`config.mk`:
```
export PLATFORM = sky130hd
export DESIGN_NAME = vga_sync_porch
export DESIGN_NICKNAME = d
export VERILOG_FILES = /design/src/rtl/vga_sync_porch.sv
export SDC_FILE = /design/constraint.sdc
export NUM_CORES = 1
export LEC_CHECK = 0
export CORE_MARGIN = 1
export CORE_UTILIZATION = 40
export CTS_CLUSTER_DIAMETER = 60
export DETAILED_ROUTE_END_ITERATION = 8
export SYNTH_ARGS = -nofsm -noshare
export SYNTH_HDL_FRONTEND = slang
export SYNTH_SLANG_ARGS = --single-unit
```
`constraint.sdc`:
```
create_clock -name clk -period 3 [get_ports clk]
set_clock_uncertainty 0.2 [all_clocks]
set_input_delay 0.6 -clock clk [delete_from_list [all_inputs] [get_ports clk]]
set_output_delay 0.6 -clock clk [all_outputs]
set_load 0.1 [all_outputs]
```
`src/rtl/vga_sync_porch.sv`:
```
// VGA output stage: rebuilds position from active-region pulses and
// emits porch-timed active-low syncs with blanked, aligned video.
module vga_sync_porch #(
  parameter int TOTAL_COLS    = 800,
  parameter int TOTAL_ROWS    = 525,
  parameter int ACTIVE_COLS   = 640,
  parameter int ACTIVE_ROWS   = 480,
  parameter int H_FRONT_PORCH = 18,
  parameter int H_BACK_PORCH  = 50,
  parameter int V_FRONT_PORCH = 10,
  parameter int V_BACK_PORCH  = 33,
  parameter int VIDEO_WIDTH   = 4
) (
  input  logic                   clk,
  input  logic                   rst,
  input  logic                   in_h_sync,
  input  logic                   in_v_sync,
  input  logic [VIDEO_WIDTH-1:0] in_red,
  input  logic [VIDEO_WIDTH-1:0] in_grn,
  input  logic [VIDEO_WIDTH-1:0] in_blu,
  output logic                   out_h_sync,
  output logic                   out_v_sync,
  output logic [VIDEO_WIDTH-1:0] out_red,
  output logic [VIDEO_WIDTH-1:0] out_grn,
  output logic [VIDEO_WIDTH-1:0] out_blu,
  output logic [11:0]            col,
  output logic [11:0]            row,
  output logic                   locked,
  output logic                   resync_err
);

  localparam logic [11:0] COL_LAST = 12'(TOTAL_COLS - 1);
  localparam logic [11:0] ROW_LAST = 12'(TOTAL_ROWS - 1);
  localparam logic [11:0] COL_ACT  = 12'(ACTIVE_COLS);
  localparam logic [11:0] ROW_ACT  = 12'(ACTIVE_ROWS);
  localparam logic [11:0] HS_LO    = 12'(ACTIVE_COLS + H_FRONT_PORCH);
  localparam logic [11:0] HS_HI    = 12'(TOTAL_COLS - H_BACK_PORCH - 1);
  localparam logic [11:0] VS_LO    = 12'(ACTIVE_ROWS + V_FRONT_PORCH);
  localparam logic [11:0] VS_HI    = 12'(TOTAL_ROWS - V_BACK_PORCH - 1);

  typedef enum logic {UNLOCKED, LOCKED} state_t;

  state_t                 state_q, state_d;
  logic                   prev_v_q, prev_v_d;
  logic [11:0]            col1_q, col1_d;
  logic [11:0]            row1_q, row1_d;
  logic                   err1_q, err1_d;
  logic [VIDEO_WIDTH-1:0] red1_q, red1_d;
  logic [VIDEO_WIDTH-1:0] grn1_q, grn1_d;
  logic [VIDEO_WIDTH-1:0] blu1_q, blu1_d;

  logic                   hs_q, hs_d;
  logic                   vs_q, vs_d;
  logic [VIDEO_WIDTH-1:0] red_q, red_d;
  logic [VIDEO_WIDTH-1:0] grn_q, grn_d;
  logic [VIDEO_WIDTH-1:0] blu_q, blu_d;
  logic [11:0]            col_q, col_d;
  logic [11:0]            row_q, row_d;
  logic                   locked_q, locked_d;
  logic                   err_q, err_d;

  logic                   frame_start;
  logic [11:0]            col_nxt;
  logic [11:0]            row_nxt;
  logic                   lk;
  logic                   vis;

  // Stage 1: edge detect and position tracking
  always_comb begin
    frame_start = in_v_sync & ~prev_v_q;
    col_nxt     = (col1_q == COL_LAST) ? 12'd0 : col1_q + 12'd1;
    row_nxt     = row1_q;
    if (col1_q == COL_LAST) begin
      row_nxt = (row1_q == ROW_LAST) ? 12'd0 : row1_q + 12'd1;
    end
    state_d  = state_q;
    prev_v_d = in_v_sync;
    col1_d   = 12'd0;
    row1_d   = 12'd0;
    err1_d   = 1'b0;
    red1_d   = in_red;
    grn1_d   = in_grn;
    blu1_d   = in_blu;
    unique case (state_q)
      UNLOCKED: begin
        if (frame_start) state_d = LOCKED;
      end
      LOCKED: begin
        if (frame_start) begin
          err1_d = (col_nxt != 12'd0) || (row_nxt != 12'd0);
        end else begin
          col1_d = col_nxt;
          row1_d = row_nxt;
        end
      end
      default: state_d = UNLOCKED;
    endcase
  end

  // Stage 2: sync decode and blanking
  always_comb begin
    lk       = (state_q == LOCKED);
    vis      = lk && (col1_q < COL_ACT) && (row1_q < ROW_ACT);
    hs_d     = !(lk && col1_q >= HS_LO && col1_q <= HS_HI);
    vs_d     = !(lk && row1_q >= VS_LO && row1_q <= VS_HI);
    red_d    = vis ? red1_q : '0;
    grn_d    = vis ? grn1_q : '0;
    blu_d    = vis ? blu1_q : '0;
    col_d    = col1_q;
    row_d    = row1_q;
    locked_d = lk;
    err_d    = err1_q;
  end

  always_ff @(posedge clk) begin
    if (rst) begin
      state_q  <= UNLOCKED;
      prev_v_q <= 1'b1;
      col1_q   <= '0;
      row1_q   <= '0;
      err1_q   <= 1'b0;
      red1_q   <= '0;
      grn1_q   <= '0;
      blu1_q   <= '0;
      hs_q     <= 1'b1;
      vs_q     <= 1'b1;
      red_q    <= '0;
      grn_q    <= '0;
      blu_q    <= '0;
      col_q    <= '0;
      row_q    <= '0;
      locked_q <= 1'b0;
      err_q    <= 1'b0;
    end else begin
      state_q  <= state_d;
      prev_v_q <= prev_v_d;
      col1_q   <= col1_d;
      row1_q   <= row1_d;
      err1_q   <= err1_d;
      red1_q   <= red1_d;
      grn1_q   <= grn1_d;
      blu1_q   <= blu1_d;
      hs_q     <= hs_d;
      vs_q     <= vs_d;
      red_q    <= red_d;
      grn_q    <= grn_d;
      blu_q    <= blu_d;
      col_q    <= col_d;
      row_q    <= row_d;
      locked_q <= locked_d;
      err_q    <= err_d;
    end
  end

  assign out_h_sync = hs_q;
  assign out_v_sync = vs_q;
  assign out_red    = red_q;
  assign out_grn    = grn_q;
  assign out_blu    = blu_q;
  assign col        = col_q;
  assign row        = row_q;
  assign locked     = locked_q;
  assign resync_err = err_q;

endmodule
```
# Word level (Yosys, flattened, before mapping)

Index checks and enable logic that the tools add are counted.

Input port bits: 16
Flip-flop bits (word level): 79
Word-level logic and storage cells: 51

Bitwise logic cells: 5
Equal/unequal tests: 2
Reductions and logical operators: 14
Muxes and demuxes: 5
Order comparisons: 6
Add/subtract/negate cells: 2

Operators by type and width:

| operator                                                     | number |
|---|---|
| 2-to-1 mux 12 bit                                            | 3 |
| adder 12 x 1 -> 12 bit, second input constant                | 2 |
| equality test 12 x 10 -> 1 bit, second input constant        | 2 |
| nonzero test 12 bit                                          | 2 |
| >= comparator 12 x 10 -> 1 bit, second input constant        | 1 |
| >= comparator 12 x 9 -> 1 bit, second input constant         | 1 |
| <= comparator 12 x 10 -> 1 bit, second input constant        | 1 |
| <= comparator 12 x 9 -> 1 bit, second input constant         | 1 |
| less-than comparator 12 x 10 -> 1 bit, second input constant | 1 |
| less-than comparator 12 x 9 -> 1 bit, second input constant  | 1 |
| logical AND 1 bit                                            | 6 |
| OR reduction 3 bit                                           | 2 |
| NOT 1 bit                                                    | 4 |
| logical NOT 1 bit                                            | 2 |
| 2-to-1 mux 1 bit                                             | 2 |
| OR reduction 2 bit                                           | 1 |
| bitwise AND 1 bit                                            | 1 |
| logical OR 1 bit                                             | 1 |

# Longest topological paths before layout

Depth in word-level cells: 5
Mapped depth: 10
Gate-level depth less buffers: 8

# Worst setup path after synthesis

OpenSTA, ideal clock, no wires.

Path kind: register -> register
From: reg col1_q[6]
To: reg err1_q
Cell stages (with the launch flop): 9
Required time: 2.684 ns
Buffers on the path: 2
Arrival: 2.351 ns
Clock period less this slack: 2.667 ns
Slack: 0.333 ns
Cells stage by stage: dfxtp_1 buf_6 or4b_4 or4_1 buf_2 o31a_1 a211oi_1 o2111ai_1 o211a_1

Longest elaborated chain between the ends: 4
Elaborated cells on any way between the ends: 7

Ends and longest elaborated chain:

| item                                                                     | RTL line | source |
|---|---|---|
| start, declared                                                          | 45       | `logic [11:0] col1_q, col1_d;` |
| start signal, assigned                                                   | 137      | `col1_q <= col1_d;` |
| adder 12 x 1 -> 12 bit or equality test 12 x 10 -> 1 bit (tied branches) | 71, 73   |  |
| 2-to-1 mux 12 bit (on tied branches)                                     | 71, 73   |  |
| nonzero test 12 bit                                                      | 90       | `err1_d = (col_nxt != 12'd0) \|\| (row_nxt != 12'd0);` |
| logical OR 1 bit *                                                       | 90       |  |
| end signal, assigned                                                     | 139      | `err1_q <= err1_d;` |
| end, declared                                                            | 47       | `logic err1_q, err1_d;` |

Mark *: on every way between the ends. The rest lies on a longest branch, timed or not.
A chain may end at the register's enable or synchronous reset.

# Final worst setup path

From: reg col1_q[5]
To: reg err1_q

Same word-level chain as after synthesis.

==> impl_metrics.yaml <==
yosys:
  synthFlopType: "dfxtp_1"
  async_flop_share: 0
  synth-seq-cells: 79
  synthDistinctLibCells: 43
  synth.avg_cell_area_um2: 9.39
  syn_inst: 323
  ys_warn_count: 0
  syn-num-nets: 345
  syn-cell-area_mm2: 0.00303
  synth_edf_count: 0
  seq_area_frac_synth: 0.521
grt:
  grt_pass1_vias: 2060
  grt_use_total: 0.166
  antenna_found_initial: 0
  grt_pass1_wl_um: 10100
  grt_max_degree: 40
  gr-total-overflow: 0
worst_setup_path:
  crit_chain: "or4b_4, or4_1, o31a_1, a211oi_1, o2111ai_1, o211a_1"
  cp_slowest_stage_delay_ns: 0.58
  crit_buf_inv: 0
  crit_slowest_cell: "or4_1"
  critPathKind: "reg2reg"
  critPathRequiredTime_ns: 3.04
  critPathTopFamily: "simple AND/OR/NAND/NOR gates"
  cp-end-kind: "flip-flop"
  cp_max_fo: 7
  worstPathArrival_ns: 2.78
  start_kind: "flip-flop"
final_layout:
  layout_common_cells: "dfxtp_1 (79), buf_4 (53), nor2_1 (36)"
  fillers: 697
  area_growth_syn_to_layout_pct: 26.1
  layout_commonest_cell: "dfxtp_1"
  multiInputGateArea_mm2: 0.00133
  seq_area_mm2: 0.00158
  n_antenna_cell: 0
  drive_gt1_frac: 0.201
  fin_nets: 401
floorplan:
  rows: 31
  die_area_mm2: 0.00794
  num_io_pins: 56
  design.core.area_mm2: 0.00729
  dieWidth_um: 89.1
  die_h_um: 89.1
  initial_utilization: 0.416
min_path:
  worstHoldPathType: "reg2reg"
place:
  dp_hpwl_um: 4290
  gp_congestion: 0.839
  dp_worst_setup_slack_ns: 0.279
  port_buffers: 54
pwr:
  ir_drop_uv: 210
  internal_power_mw: 1.57
  switchingPower_uw: 443
  seqPwrFrac: 0.529
  p_per_area_mw_per_mm2: 525
  comb_power_share: 0.035
  switching_share: 0.221
  total_power_mw: 2.01
  p_leak_nw: 1.48
  clockPowerShare: 0.436
clocking:
  clkSinkCount: 79
  cts_buffers: 9
  root_buffer: "clkbuf_8"
  clkLatencyLatePin_ns: 0.34
  ctsHoldBuffers: 0
  path_clk_slew_ns: 0.09
  cts_setup_buffers: 0
  cts_max_level: 3
  cts.repair.resized: 0
  cts.path.max_buffers: 2
  cts_tree: "built"
routing:
  drtPass1Iterations: 4
  vias_per_cell: 4.86
  num_vias: 2348
  ant_nets: 0
  drt-total-wl_um: 6220
  post_drt_wl_per_cell_um: 12.9
  drcViolationCount: 0
  drtIter0Drc: 124
sta:
  post-route-period-util: 0.914
  finalSetupViolCount: 0
  hold_viol_final: 0
  maxSlewHeadroom: 0.623
  worstMarginPinSlew_ns: 0.561
  holdWs_ns: 0.230
  tns_ns: 0
  rsz0062_at_grt: "false"
  min_period_ns: 2.74
  drv_slew: 0
  max_freq_ghz: 0.365
  setup_slack_ns: 0.259
run_status:
  status: "finished, final reports clean"
run:
  timing.max_cap.violations: 0
through the flow:
stage / cells / util / area (um2)
final: 483 / 0.525 / 3820
after global routing: 483 / 0.525 / 3820
after CTS: 483 / 0.525 / 3820
after detailed placement: 467 / 0.494 / 3600
after global placement: 467 / 0.494 / 3600
after floorplan: 323 / - / 3030
sequential cells by signal (all words and copies together), names as in the netlist, 4 cells and up:
| signal | cells |
|---|---|
| blu1_q | 4 |
| col | 12 |
| col1_q | 12 |
| grn1_q | 4 |
| out_blu | 4 |
| out_grn | 4 |
| out_red | 4 |
| red1_q | 4 |
| row | 12 |
| row1_q | 12 |
worst reg2reg max path: cells and delay by family, from the launching register on:
family,cells,cell delay (ns)
flip-flops,1,0.37
AND/OR/NAND/NOR,2,1.15
AO/OA/AOI/OAI,4,0.92
worst paths after layout:
kind | start | end | slack, ns | cells after the start
max | col1_q[5] | err1_q | 0.26 | 6
min | grn1_q[0] | out_grn[0] | 0.23 | 1
max reg2reg | col1_q[5] | err1_q | 0.26 | 6
min reg2reg | grn1_q[0] | out_grn[0] | 0.23 | 1
cells by family (layout without fill, tap and decap cells):
logic type / Yosys count / after routing / share of synthesized area
AO/OA/AOI/OAI: 35 / 35 / 0.0788
XOR/XNOR: 20 / 20 / 0.0577
AND/OR/NAND/NOR: 153 / 153 / 0.276
buffers and inverters: 30 / 91 / 0.0416
flip-flops: 79 / 79 / 0.521
adder cells (fa/ha/maj): 6 / 6 / 0.0247
power groups by stage:
stage                     clock (mW)  combinational (mW)  sequential, mW
final                          0.877              0.0695            1.06
after global routing           0.953              0.0751            1.07
after CTS                      0.899              0.0704            1.06
after detailed placement           0              0.0699            1.09
after global placement             0              0.0706            1.09
after floorplan                    0              0.0213            1.11
final cells by class:
type / count / area share
clock buffers: 9 / 0.0324
clock inverters: 7 / 0.0265
inverters: 8 / 0.00785
multi-input cells: 214 / 0.347
flip-flops and latches: 79 / 0.413
well taps: 99 / 0.0324
repair buffers: 67 / 0.141
layer usage:
layer  part of all wire  wire [um]  vias up  GRT usage
met5                  0          0        -          0
met4              0.015         92        0     0.0649
met3              0.064        399       12     0.0379
met2               0.40       2490       82      0.240
met1               0.52       3240     1048      0.239
li1                   -          -     1206          -
cells in the mapped netlist, types with 9 or more instances:
library cell  instances  share of area
nand4_1              10          0.021
nand2_1              14          0.017
nor2_1               36          0.045
xnor2_1              13          0.038
and2_1               12          0.025
nor2b_1              34          0.070
nor3_1                9          0.015
dfxtp_1              79           0.52
clkbuf_1             18          0.022
No activity file was read; power rests on OpenSTA's default activity.
